<file path="src/rtl/not_share_arbiter.sv">
// Round-robin arbiter that time-shares one external single-bit inverter among N requesters,
// returning each inverted operand with a one-cycle strobe and flagging a sticky inverter fault.
module not_share_arbiter #(
    parameter int N      = 4,
    parameter int IDX_W  = 2,
    parameter int SETTLE = 1
) (
    input  logic             clock,
    input  logic             reset,
    input  logic [N-1:0]     req,
    input  logic [N-1:0]     req_bit,
    output logic             not_in,
    input  logic             not_out,
    output logic [N-1:0]     grant,
    output logic [N-1:0]     rsp_valid,
    output logic             rsp_bit,
    output logic             busy,
    output logic             fault
);

    typedef enum logic [1:0] {
        IDLE  = 2'd0,
        DRIVE = 2'd1,
        DONE  = 2'd2
    } state_e;

    state_e           state_q, state_d;
    logic [N-1:0]     grant_q, grant_d;
    logic [N-1:0]     rsp_valid_q, rsp_valid_d;
    logic             not_in_q, not_in_d;
    logic             rsp_bit_q, rsp_bit_d;
    logic             busy_q, busy_d;
    logic             fault_q, fault_d;
    logic [IDX_W-1:0] idx_q, idx_d;
    logic [IDX_W-1:0] ptr_q, ptr_d;
    logic [3:0]       cnt_q, cnt_d;
    logic [IDX_W:0]   pick_s;

    function automatic logic [N-1:0] onehot(input logic [IDX_W-1:0] i);
        return {{(N-1){1'b0}}, 1'b1} << i;
    endfunction

    // Search ptr+1, ptr+2, ... modulo N; iterating from the far end lets the nearest hit win.
    function automatic logic [IDX_W:0] rr_pick(input logic [N-1:0] req_v, input logic [IDX_W-1:0] ptr_v);
        logic [IDX_W:0] res;
        logic [IDX_W:0] sum;
        res = '0;
        for (int k = N - 1; k >= 0; k--) begin
            sum = {1'b0, ptr_v} + (IDX_W+1)'(k + 1);
            if (sum >= (IDX_W+1)'(N)) begin
                sum = sum - (IDX_W+1)'(N);
            end else begin
                sum = sum;
            end
            if (req_v[sum[IDX_W-1:0]]) begin
                res = {1'b1, sum[IDX_W-1:0]};
            end else begin
                res = res;
            end
        end
        return res;
    endfunction

    // Round-robin winner for the current request vector.
    always_comb begin
        pick_s = rr_pick(req, ptr_q);
    end

    // Next-state and next-output logic.
    always_comb begin
        state_d     = state_q;
        grant_d     = grant_q;
        rsp_valid_d = {N{1'b0}};
        not_in_d    = not_in_q;
        rsp_bit_d   = rsp_bit_q;
        busy_d      = busy_q;
        fault_d     = fault_q;
        idx_d       = idx_q;
        ptr_d       = ptr_q;
        cnt_d       = cnt_q;
        case (state_q)
            IDLE: begin
                if (pick_s[IDX_W]) begin
                    grant_d  = onehot(pick_s[IDX_W-1:0]);
                    not_in_d = req_bit[pick_s[IDX_W-1:0]];
                    idx_d    = pick_s[IDX_W-1:0];
                    cnt_d    = 4'd0;
                    busy_d   = 1'b1;
                    state_d  = DRIVE;
                end else begin
                    grant_d  = {N{1'b0}};
                    not_in_d = 1'b0;
                    busy_d   = 1'b0;
                    cnt_d    = 4'd0;
                    state_d  = IDLE;
                end
            end
            DRIVE: begin
                cnt_d = cnt_q + 4'd1;
                if (cnt_q == 4'(SETTLE - 1)) begin
                    rsp_bit_d   = not_out;
                    rsp_valid_d = onehot(idx_q);
                    // A healthy inverter never returns its own input.
                    fault_d     = fault_q | (not_out == not_in_q);
                    ptr_d       = idx_q;
                    state_d     = DONE;
                end else begin
                    state_d = DRIVE;
                end
            end
            DONE: begin
                grant_d   = {N{1'b0}};
                not_in_d  = 1'b0;
                rsp_bit_d = 1'b0;
                busy_d    = 1'b0;
                cnt_d     = 4'd0;
                state_d   = IDLE;
            end
            default: begin
                grant_d   = {N{1'b0}};
                not_in_d  = 1'b0;
                rsp_bit_d = 1'b0;
                busy_d    = 1'b0;
                cnt_d     = 4'd0;
                state_d   = IDLE;
            end
        endcase
    end

    // State and output registers with synchronous reset.
    always_ff @(posedge clock) begin
        if (reset) begin
            state_q     <= IDLE;
            grant_q     <= {N{1'b0}};
            rsp_valid_q <= {N{1'b0}};
            not_in_q    <= 1'b0;
            rsp_bit_q   <= 1'b0;
            busy_q      <= 1'b0;
            fault_q     <= 1'b0;
            idx_q       <= {IDX_W{1'b0}};
            ptr_q       <= IDX_W'(N - 1);
            cnt_q       <= 4'd0;
        end else begin
            state_q     <= state_d;
            grant_q     <= grant_d;
            rsp_valid_q <= rsp_valid_d;
            not_in_q    <= not_in_d;
            rsp_bit_q   <= rsp_bit_d;
            busy_q      <= busy_d;
            fault_q     <= fault_d;
            idx_q       <= idx_d;
            ptr_q       <= ptr_d;
            cnt_q       <= cnt_d;
        end
    end

    assign grant     = grant_q;
    assign rsp_valid = rsp_valid_q;
    assign not_in    = not_in_q;
    assign rsp_bit   = rsp_bit_q;
    assign busy      = busy_q;
    assign fault     = fault_q;

endmodule

</file>
<file path="config.mk">
export PLATFORM = sky130hd
export DESIGN_NAME = not_share_arbiter
export DESIGN_NICKNAME = d
export VERILOG_FILES = /design/src/rtl/not_share_arbiter.sv
export SDC_FILE = /design/constraint.sdc
export NUM_CORES = 1
export LEC_CHECK = 0
export ABC_AREA = 1
export BUFFER_PORTS_ARGS = -buffer_cell sky130_fd_sc_hd__buf_2
export CAP_MARGIN = 20
export CELL_PAD_IN_SITES_DETAIL_PLACEMENT = 1
export CELL_PAD_IN_SITES_GLOBAL_PLACEMENT = 2
export CORE_AREA = 4 4 65 67
export CTS_CLUSTER_SIZE = 8
export DETAILED_ROUTE_END_ITERATION = 10
export DIE_AREA = 0 0 69 71
export PLACE_DENSITY_LB_ADDON = 0.1
export SLEW_MARGIN = 40
export SYNTH_ARGS = -nofsm -noshare
export SYNTH_HDL_FRONTEND = slang
export SYNTH_SLANG_ARGS = --single-unit
</file>
<file path="constraint.sdc">
create_clock -name clock -period 2.5 [get_ports clock]
set_clock_uncertainty 0.1 [all_clocks]
set_input_delay 0 -clock clock [delete_from_list [all_inputs] [get_ports clock]]
set_output_delay 0 -clock clock [all_outputs]
set_load 0.01 [all_outputs]
</file>
==> results of run 1 <==
-- power groups by stage --
stage / combinational, mW / sequential (mW) / clock, mW
2_1_floorplan: 0.467 / 0.522 / 0
3_3_place_gp: 0.637 / 0.520 / 0
3_5_place_dp: 0.642 / 0.523 / 0
4_1_cts: 0.648 / 0.516 / 0.344
5_1_grt: 0.732 / 0.528 / 0.363
6_report: 0.632 / 0.514 / 0.333
-- layout by cell type (no fill, tap or decap) --
cell type	synthesis	layout
nor3_1	2	2
ha_1	2	2
o21ai_1	6	6
inv_6	1	1
dfxtp_1	22	22
o21ai_0	4	4
buf_2	0	22
a31oi_1	1	1
dlygate4sd3_1	0	2
nor2_1	12	12
nor2_2	3	3
nand3_2	2	2
nand2_1	39	39
nor2_4	1	1
xnor2_1	1	1
a21oi_1	4	4
bufinv_16	0	1
a21oi_2	1	1
xor2_1	1	1
inv_2	4	4
a32o_1	1	1
nand2_2	9	9
inv_1	20	20
nand3_1	11	11
clkbuf_8	0	3
-- cell usage after synthesis, drive strengths merged --
library cell,number
dfxtp,22
o21ai,10
nand2,48
ha,2
nor2,16
a21oi,5
buf,1
xor2,1
inv,25
nor3,2
xnor2,1
nand3,13
a31oi,1
a32o,1
-- routing by layer --
layer  wire length (µm)  up-vias  track usage
met4                 51        0      0.05206
met2               1270       12       0.2013
li1                   -      510            -
met3                 72        4      0.03125
met5                  0        -            0
met1               1195      455       0.1407
-- worst max-delay path, cell delays in order, from the launching register on --
cell	delay (ns)
dfxtp_1	0.56
inv_6	0.08
nand2_1	0.07
nand2_1	0.07
nand2_1	0.09
nand2_1	0.08
nand2_1	0.10
nand2_1	0.06
nand2_2	0.09
nand2_2	0.08
nand2_1	0.06
nand3_1	0.06
nand3_1	0.12
nand2_1	0.06
-- metrics by stage --
stage	worst slack [ns]	hold WS (ns)	area [µm²]	total power [mW]
floorplan	1.074	-0.03756	1051	0.9893
global placement	0.7268	0.1439	1210	1.157
detailed placement	0.7078	0.1493	1210	1.165
CTS	0.6916	0.02921	1301	1.509
global route	0.5372	0.05838	1301	1.624
finish	0.7085	0.03004	1301	1.479
-- what timing repair did --
action / in CTS / in global routing
endpoints found under the setup margin: 0 / 0
endpoints found under the hold margin: 6 / 0
hold buffers: 2 / 0
-- flip-flops by register name (all words and copies together) (netlist names) --
register / cells
busy: 1
cnt_q: 4
fault: 1
grant: 4
idx_q: 2
not_in: 1
ptr_q: 2
rsp_bit: 1
rsp_valid: 4
state_q: 2
-- logic make-up (layout without fill, tap and decap cells) --
group / count (synthesis) / count (layout)
buffers and inverters: 26 / 53
adders and majority gates: 2 / 2
xor gates and xnor gates: 2 / 2
and+or+nand+nor: 79 / 79
DFF: 22 / 22
AOI/OAI and AO/OA: 17 / 17
-- worst paths after layout --
| check | startpoint | to | depth (start not counted) |
|---|---|---|---|
| max | ptr_q[0] | not_in | 13 |
| min | req_bit[1] | not_in | 5 |
| max reg2reg | ptr_q[0] | not_in | 13 |
| min reg2reg | grant[3] | grant[3] | 2 |
-- area by class of cell --
class | instances | area share
clock buffer | 3 | 0.03173
clock inverter | 1 | 0.02308
inverter | 25 | 0.07596
multi-input combinational | 100 | 0.3846
sequential | 22 | 0.3385
tap | 48 | 0.04615
timing repair buffer | 24 | 0.1000
==> summary.md, run 1 <==
| Metric | Value |
|---|---|
| CTS Sinks | 22 |
| First-pass detailed-route iteration total | 4 |
| Yosys warns | 0 |
| Post-CTS Resized | 0 |
| Starting Density | 0.2893 |
| Root Driver | clkbuf_8 |
| Fin util | 0.3581 |
| Max_slew headroom | 0.7422 |
| Synth Area in Adders | 0.02381 |
| CORE AREA | 0.003633 mm² |
| Std-Cell Rows | 22 |
| Status | finished clean |
| CTS clk-pin slew, worst paths | 0.08 ns |
| Slew @ Worst Pin | 0.3862 ns |
| Combinational Power Share | 0.427 |
| H-tree Lvls | 1 |
| Layout Area Growth over Synthesis | 23.81% |
| TritonCTS clock tree | done |
| Max-cap violation count | 0 |
| Via/cell ratio | 4.399 |
| Synthesized net count | 161 |
| Peak Freq | 558.2 MHz |
| CP max FO | 9 |
| FF+latch area | 440.4 µm² |
| Xor and xnor area share after synthesis | 0.01667 |
| Dpl cells | 217 |
| Die area | 0.004899 mm² |
| Peak supply drop | 0.5336 mV |
| WL/cell | 11.61 µm |
| Clock latency on the worst-skew pair | 0.27 ns |
| HPWL Detailed | 2143 µm |
| Max-slew violation count | 0 |
| CP Launch Type | flip-flop |
| CTS buffer count | 3 |
| Internal power | 0.8746 mW |
| First-pass GRT wire length | 4685 µm |
| Post-synthesis sequential area ratio | 0.4190 |
| Share of cells above drive strength 1 | 0.2686 |
| Share of total power in sequential cells | 0.348 |
| Compound-gate portion of the synthesized area | 0.09048 |
| Pin count of the biggest net entering global routing | 14 |
| Post-synthesis mux area share | 0 |
| Filler cell count | 491 |
| Port Buffer Count | 22 |
| Crit end category | flip-flop |
| Synth top area share | 0.4190 |
| Mapped cell area | 0.001051 mm² |
| CP Class | reg2reg |
| Antenna viol nets, final | 0 |
| Deepest clock path buffer count | 2 |
| HP Class | in2reg |
| Sw Ratio | 0.4087 |
| Final Wtd Congestion | 0.7416 |
| Non-filler instance count after layout | 223 |
| Die X | 69 µm |
| Fin crit period | 1.791 ns |
| Worst EP arrival | 1.86 ns |
| Nets | 189 |
| Clk pwr share | 0.225 |
| DIE HEIGHT | 71 µm |
| Syn_area_per_cell | 7.101 µm² |
| Initial antenna violation count | 0 |
| Vias in the first global route | 1083 |
| Post CTS Setup Buffer Count | 0 |
| Synth area leader | dfxtp_1 |
| Synth Area in Simple Gates | 0.3452 |
| Setup tns final | 0 ns |
| # setup viols final | 0 |
| Final WL | 2589 µm |
| Power Dens Cells | 1137 mW/mm² |
| Largest family of logic cells by synthesized area | simple AND/OR/NAND/NOR gates |
| DRC | 0 |
| Net Switching | 0.6045 mW |
| Multi-input logic area | 500.5 µm² |
| GRT Total Usage | 0.1186 |
| R2R Setup Slk | 0.71 ns |
| Via count | 981 |
| Leak | 0.6564 nW |
| Mapped Cells | 148 |
| Final Hold Vio Count | 0 |
| Crit share post-route | 0.7166 |
| # diodes | 0 |
| CP Data Required Time | 2.57 ns |
| RSZ-0062 raised after global routing | false |
| Synth top area cells | dfxtp_1 42%, nand2_1 14%, inv_1 7.1%, nand2_2 5.4%, nand3_1 5.2% |
| Iter 0 DRT Violations | 13 |
| Netlist cell types | 22 |
| I/O pin count | 23 |
| Seq cells post-synth | 22 |
| Total grt overflow | 0 |
Note: power is estimated with default switching activity, not from simulation.
==> run 2: changes to the inputs <==
--- a/config.mk
+++ b/config.mk
@@ -10,10 +10,10 @@
 export CAP_MARGIN = 20
 export CELL_PAD_IN_SITES_DETAIL_PLACEMENT = 1
 export CELL_PAD_IN_SITES_GLOBAL_PLACEMENT = 2
-export CORE_AREA = 4 4 65 67
+export CORE_AREA = 4 4 69 71
 export CTS_CLUSTER_SIZE = 8
 export DETAILED_ROUTE_END_ITERATION = 10
-export DIE_AREA = 0 0 69 71
+export DIE_AREA = 0 0 73 75
 export PLACE_DENSITY_LB_ADDON = 0.1
 export SLEW_MARGIN = 40
 export SYNTH_ARGS = -nofsm -noshare
==> constraint.sdc (replaced) <==
create_clock -name clock -period 1.6 [get_ports clock]
set_clock_uncertainty 0.1 [all_clocks]
set_input_delay 0 -clock clock [delete_from_list [all_inputs] [get_ports clock]]
set_output_delay 0 -clock clock [all_outputs]
set_load 0.01 [all_outputs]
==> run 2 against run 1 <==
The flow now finishes with violations (hold timing, setup timing). Sequential power up 55%. Sequential share of layout area fell by 6.6 points. Clock power increased by 20%. Cell area is 25% higher. Via count grew 6.9%. Highest routed layer unchanged.
==> summary.md, run 2 (synthesized netlist as in run 1, its figures left out) <==
| Metric | Value |
|---|---|
| Iter 0 DRT Violations | 19 |
| CTS buffer count | 3 |
| # diodes | 0 |
| Peak Freq | 624.9 MHz |
| Placed cell areas | 0.001280 mm² |
| Leak | 0.8076 nW |
| CORE AREA | 0.004234 mm² |
| Layout Area Growth over Synthesis | 54.88% |
| Net Switching | 1.283 mW |
| Die X | 73 µm |
| Most common cell after layout, fill and taps aside | nand2_1 |
| Final Instance Area | 0.001628 mm² |
| Fin crit period | 1.600 ns |
| Hold Crit Start | req_bit[3] |
| Initial antenna violation count | 0 |
| TritonCTS clock tree | done |
| Max_slew headroom | 0.7996 |
| Hold Path End | not_in |
| Sw Ratio | 0.4483 |
| Setup tns final | -0.0002672 ns |
| Std-Cell Rows | 24 |
| Final Wtd Congestion | 0.7820 |
| Max-cap violation count | 0 |
| First-pass detailed-route iteration total | 3 |
| Nets | 200 |
| Most frequent cells in the layout | 23 x nand2_1, 22 x buf_2, 21 x dfxtp_1 |
| GRT Total Usage | 0.1079 |
| Starting Density | 0.2482 |
| H-tree Lvls | 1 |
| Total grt overflow | 0 |
| Final WL | 2995 µm |
| CP max FO | 6 |
| Status | finished with violations |
| Vias in the first global route | 997 |
| Crit end category | flip-flop |
| Crit share post-route | 1.000 |
| Via/cell ratio | 4.408 |
| Failing checks | hold timing, setup timing |
| Hold Path Stages | 5 |
| CP Launch Type | flip-flop |
| Post-route setup slack | -0.0002672 ns |
| Combinational Power Share | 0.582 |
| Slew @ Worst Pin | 0.3003 ns |
| Pin count of the biggest net entering global routing | 13 |
| I/O pin count | 23 |
| Power Dens Cells | 1758 mW/mm² |
| RSZ-0062 raised after global routing | true |
| Port Buffer Count | 22 |
| Worst EP arrival | 1.67 ns |
| Via count | 1049 |
| Die area | 0.005475 mm² |
| CP startpoint | ptr_q[0] |
| R2R Setup Slk | -0.0003 ns |
| Deepest clock path buffer count | 2 |
| CP Data Required Time | 1.67 ns |
| WL/cell | 12.58 µm |
| Share of total power in sequential cells | 0.278 |
| Root Driver | clkbuf_8 |
| Clk pwr share | 0.140 |
| Hold Slack | -0.01081 ns |
| R2R Path End | not_in |
| DRC | 0 |
| Final Hold Vio Count | 1 |
| R2r worst-path depth | 14 |
| R2R Path Start | ptr_q[0] |
| HPWL Detailed | 2282 µm |
| CP Class | reg2reg |
| Internal power | 1.579 mW |
| HP Class | in2reg |
| Clock latency on the worst-skew pair | 0.26 ns |
| CTS clk-pin slew, worst paths | 0.08 ns |
| First-pass GRT wire length | 4602 µm |
| DIE HEIGHT | 75 µm |
| Max-slew violation count | 0 |
| CTS Sinks | 22 |
| Peak supply drop | 0.5112 mV |
| Antenna viol nets, final | 0 |
| Share of cells above drive strength 1 | 0.4892 |
| # setup viols final | 1 |
==> run 2: changes by cell type in the layout (fill, tap and decap cells not counted), moves of 3 or more <==
| cell | before | now |
|---|---|---|
| buf_4 | 0 | 7 |
| nand3_1 | 11 | 2 |
| nand3_2 | 2 | 10 |
| nand2_4 | 0 | 14 |
| nor2_4 | 1 | 4 |
| nand2_1 | 39 | 23 |
==> run 2: final cells by class <==
type                       count  area [µm²]
tap                           52       65.06
multi-input combinational    100       705.7
fill                         525        2606
inverter                      25       108.9
sequential                    22       444.2
clock buffer                   4       55.05
timing repair buffer          35       249.0
==> run 2: worst max-delay path: stages (launching register included) <==
cell      delay [ns]
dfxtp_4         0.38
buf_12          0.12
clkinv_8        0.07
nand2_2         0.08
nand2_4         0.06
nand2_2         0.09
nand2_4         0.07
nand2_4         0.07
nand2_2         0.06
nand2_4         0.09
nand2_4         0.07
nand2_2         0.06
nand3_2         0.07
nand3_2         0.08
nand2_1         0.05
==> run 2: how the worst max path moves through the flow <==
stage | endpoint | cells past startpoint
2_1_floorplan | not_in | 14
3_3_place_gp | not_in | 14
3_5_place_dp | not_in | 14
4_1_cts | not_in | 14
5_1_grt | not_in | 14
6_report | not_in | 14
==> run 2: stage by stage <==
step,std cells,util,total power [mW],setup WS (ns),hold slack (ns)
final,238,0.3845,2.862,-0.0002672,-0.01081
after global routing,238,0.3845,3.098,-0.1235,0.01684
after CTS,236,0.3274,2.394,-0.007652,0.004032
after detailed placement,228,0.3023,1.952,-0.06907,0.1455
after global placement,228,0.3023,1.943,-0.08748,0.1473
after floorplan,148,-,1.546,0.1739,-0.03756
==> run 2: timing repair <==
action | 4_1_cts | 5_1_grt
endpoints found under the setup margin | 4 | 9
hold endpoints to repair | 7 | 0
pin swaps | 2 | 22
hold buffers | 3 | 0
resized for setup | 4 | 55
gates cloned | 0 | 1
setup buffers | 1 | 1
==> run 2: routing by layer <==
metal | routed length, µm | global-route usage | part of all wire
met1 | 1438 | 0.1492 | 0.48
met2 | 1432 | 0.1629 | 0.48
met3 | 101 | 0.03071 | 0.034
met4 | 22 | 0.03279 | 0.0073
met5 | 0 | 0 | 0
==> run 2: power by group through the flow <==
| stage | Clock, mW | Combinational, mW | Sequential [mW] |
|---|---|---|---|
| floorplan | 0 | 0.730 | 0.816 |
| global placement | 0 | 1.15 | 0.794 |
| detailed placement | 0 | 1.16 | 0.796 |
| CTS | 0.416 | 1.19 | 0.788 |
| global route | 0.444 | 1.84 | 0.817 |
| finish | 0.400 | 1.67 | 0.797 |
==> run 3: changes to the inputs <==
--- a/config.mk
+++ b/config.mk
@@ -15,6 +15,7 @@
 export DETAILED_ROUTE_END_ITERATION = 10
 export DIE_AREA = 0 0 73 75
 export PLACE_DENSITY_LB_ADDON = 0.1
+export SETUP_SLACK_MARGIN = 0.1
 export SLEW_MARGIN = 40
 export SYNTH_ARGS = -nofsm -noshare
 export SYNTH_HDL_FRONTEND = slang
==> run 3 against run 2 <==
First-iteration DRC count rose by 26%. Sequential share of layout area fell by 0.13 points. Clock power barely moved. Total power rose by 0.34%. Wire length fell by 0.10%. Count of clock-buffer cells in the layout did not move. Cell count did not move. Highest routed layer unchanged. Sequential power barely moved. Cell area rose by 0.46%. The flow still finishes with violations (hold timing, setup timing). Register-to-register slack barely moved. Critical path type unchanged.
==> summary.md, run 3 (synthesized netlist as in run 1, its figures left out) <==
| Metric | Value |
|---|---|
| Status | finished with violations |
| Failing checks | hold timing, setup timing |
| Pin count of the biggest net entering global routing | 13 |
| GRT Total Usage | 0.1079 |
| Clk pwr share | 0.139 |
| Final Wtd Congestion | 0.7820 |
| # diodes | 0 |
| Most common cell after layout, fill and taps aside | nand2_1 |
| Total grt overflow | 0 |
| Via count | 1049 |
| WP buf/inv | 2 |
| CP Launch Type | flip-flop |
| Root Driver | clkbuf_8 |
| Nets | 200 |
| Share of total power in sequential cells | 0.279 |
| Combinational Power Share | 0.582 |
| Internal power | 1.581 mW |
| CTS Sinks | 22 |
| DIE HEIGHT | 75 µm |
| Power Dens Cells | 1756 mW/mm² |
| Share of cells above drive strength 1 | 0.4946 |
| Crit end category | flip-flop |
| Die area | 0.005475 mm² |
| Setup tns final | -0.0006249 ns |
| Peak supply drop | 0.5112 mV |
| CP Data Required Time | 1.67 ns |
| # setup viols final | 1 |
| Cell Chain, Critical Path | buf_12 -> clkinv_8 -> nand2_2 -> nand2_4 -> nand2_2 -> nand2_4 -> nand2_4 -> nand2_2 -> nand2_4 -> nand2_4 -> nand2_2 -> nand3_2 -> nand3_2 -> nand2_1 |
| RSZ-0062 raised after global routing | true |
| First-pass GRT wire length | 4602 µm |
| Port Buffer Count | 22 |
| Crit-path max cell delay | 0.38 ns |
| Peak Freq | 624.8 MHz |
| DRC | 0 |
| Max-cap violation count | 0 |
| Layout Area Growth over Synthesis | 55.60% |
| Crit share post-route | 1.000 |
| Iter 0 DRT Violations | 24 |
| Fin util | 0.3862 |
| Most frequent CP cell | nand2_4 |
| WL/cell | 12.57 µm |
| Max_slew headroom | 0.7986 |
| Max-slew violation count | 0 |
| Power, Total | 2.871 mW |
| CTS buffer count | 3 |
| H-tree Lvls | 1 |
| Worst EP arrival | 1.67 ns |
| Slowest CP cell | dfxtp_4 |
| Leak | 0.8078 nW |
| Std-Cell Rows | 24 |
| First-pass detailed-route iteration total | 3 |
| Final WL | 2992 µm |
| CORE AREA | 0.004234 mm² |
| Vias in the first global route | 993 |
| Fin crit period | 1.601 ns |
| Sw Ratio | 0.4493 |
| Antenna viol nets, final | 0 |
| Net Switching | 1.290 mW |
| Final Hold Vio Count | 1 |
| TritonCTS clock tree | done |
| Deepest clock path buffer count | 2 |
| Starting Density | 0.2482 |
| Top delay family on crit path | simple AND/OR/NAND/NOR gates |
| Most frequent cells in the layout | 23 x nand2_1, 22 x buf_2, 21 x dfxtp_1 |
| Via/cell ratio | 4.408 |
| HP Class | in2reg |
| Initial antenna violation count | 0 |
| R2R Path Start | ptr_q[0] |
| I/O pin count | 23 |
| Hold Slack | -0.01060 ns |
| Post-route setup slack | -0.0006249 ns |
| Clock latency on the worst-skew pair | 0.26 ns |
| Hold Crit Start | req_bit[3] |
| Die X | 73 µm |
| CP startpoint | ptr_q[0] |
| CTS clk-pin slew, worst paths | 0.08 ns |
| CP max FO | 6 |
| CP Class | reg2reg |
| Slew @ Worst Pin | 0.3018 ns |
| HPWL Detailed | 2282 µm |
==> run 3: cell count changes in the layout (fill, tap and decap cells not counted) <==
cell	delta
nor2_1	-1
nor2_4	+1
==> run 3: layout make-up <==
type | count | area, µm²
Inverter | 25 | 108.9
Tap cell | 52 | 65.06
Fill cell | 524 | 2599
Multi-Input combinational cell | 100 | 713.2
Sequential cell | 22 | 444.2
Timing Repair Buffer | 35 | 249.0
Clock buffer | 4 | 55.05
==> run 3: power groups by stage <==
stage / combinational (mW) / sequential, mW / clock [mW]
final: 1.67 / 0.800 / 0.399
after global routing: 1.84 / 0.819 / 0.444
after CTS: 1.19 / 0.788 / 0.416
after detailed placement: 1.16 / 0.796 / 0
after global placement: 1.15 / 0.794 / 0
after floorplan: 0.730 / 0.816 / 0
==> run 3: worst paths after layout <==
check,end,slack [ns],cells after the start
setup / recovery,not_in,-0.0006,14
hold / removal,not_in,-0.01,5
setup reg to reg,not_in,-0.0006,14
hold reg to reg,busy,0.35,2
==> run 3: repair_timing <==
item | in CTS | in global routing
cloned | 0 | 1
buffers inserted | 1 | 1
pin swaps | 2 | 22
hold buffers | 3 | 0
endpoints found under the hold margin | 7 | 0
gates resized for setup | 4 | 57
endpoints found under the setup margin | 9 | 12
==> run 3: routing by layer <==
metal  track usage  share of wire  vias up
li1              -              -      534
met1        0.1492           0.48      492
met2        0.1629           0.48       18
met3       0.03071          0.034        5
met4       0.03279         0.0074        0
met5             0              0        -
==> run 3: worst min-delay path, cell delays in order <==
cell,delay [ns]
buf_2,0.09
nand2_2,0.05
nand3_2,0.07
nand3_2,0.05
nand2_1,0.06
==> run 3: stage by stage <==
stage | cells | setup slack (ns) | area, µm²
5_1_grt | 238 | -0.1235 | 1635
6_report | 238 | -0.0006249 | 1635
2_1_floorplan | 148 | 0.1739 | 1051
3_3_place_gp | 228 | -0.08748 | 1280
4_1_cts | 236 | -0.007652 | 1386
3_5_place_dp | 228 | -0.06907 | 1280
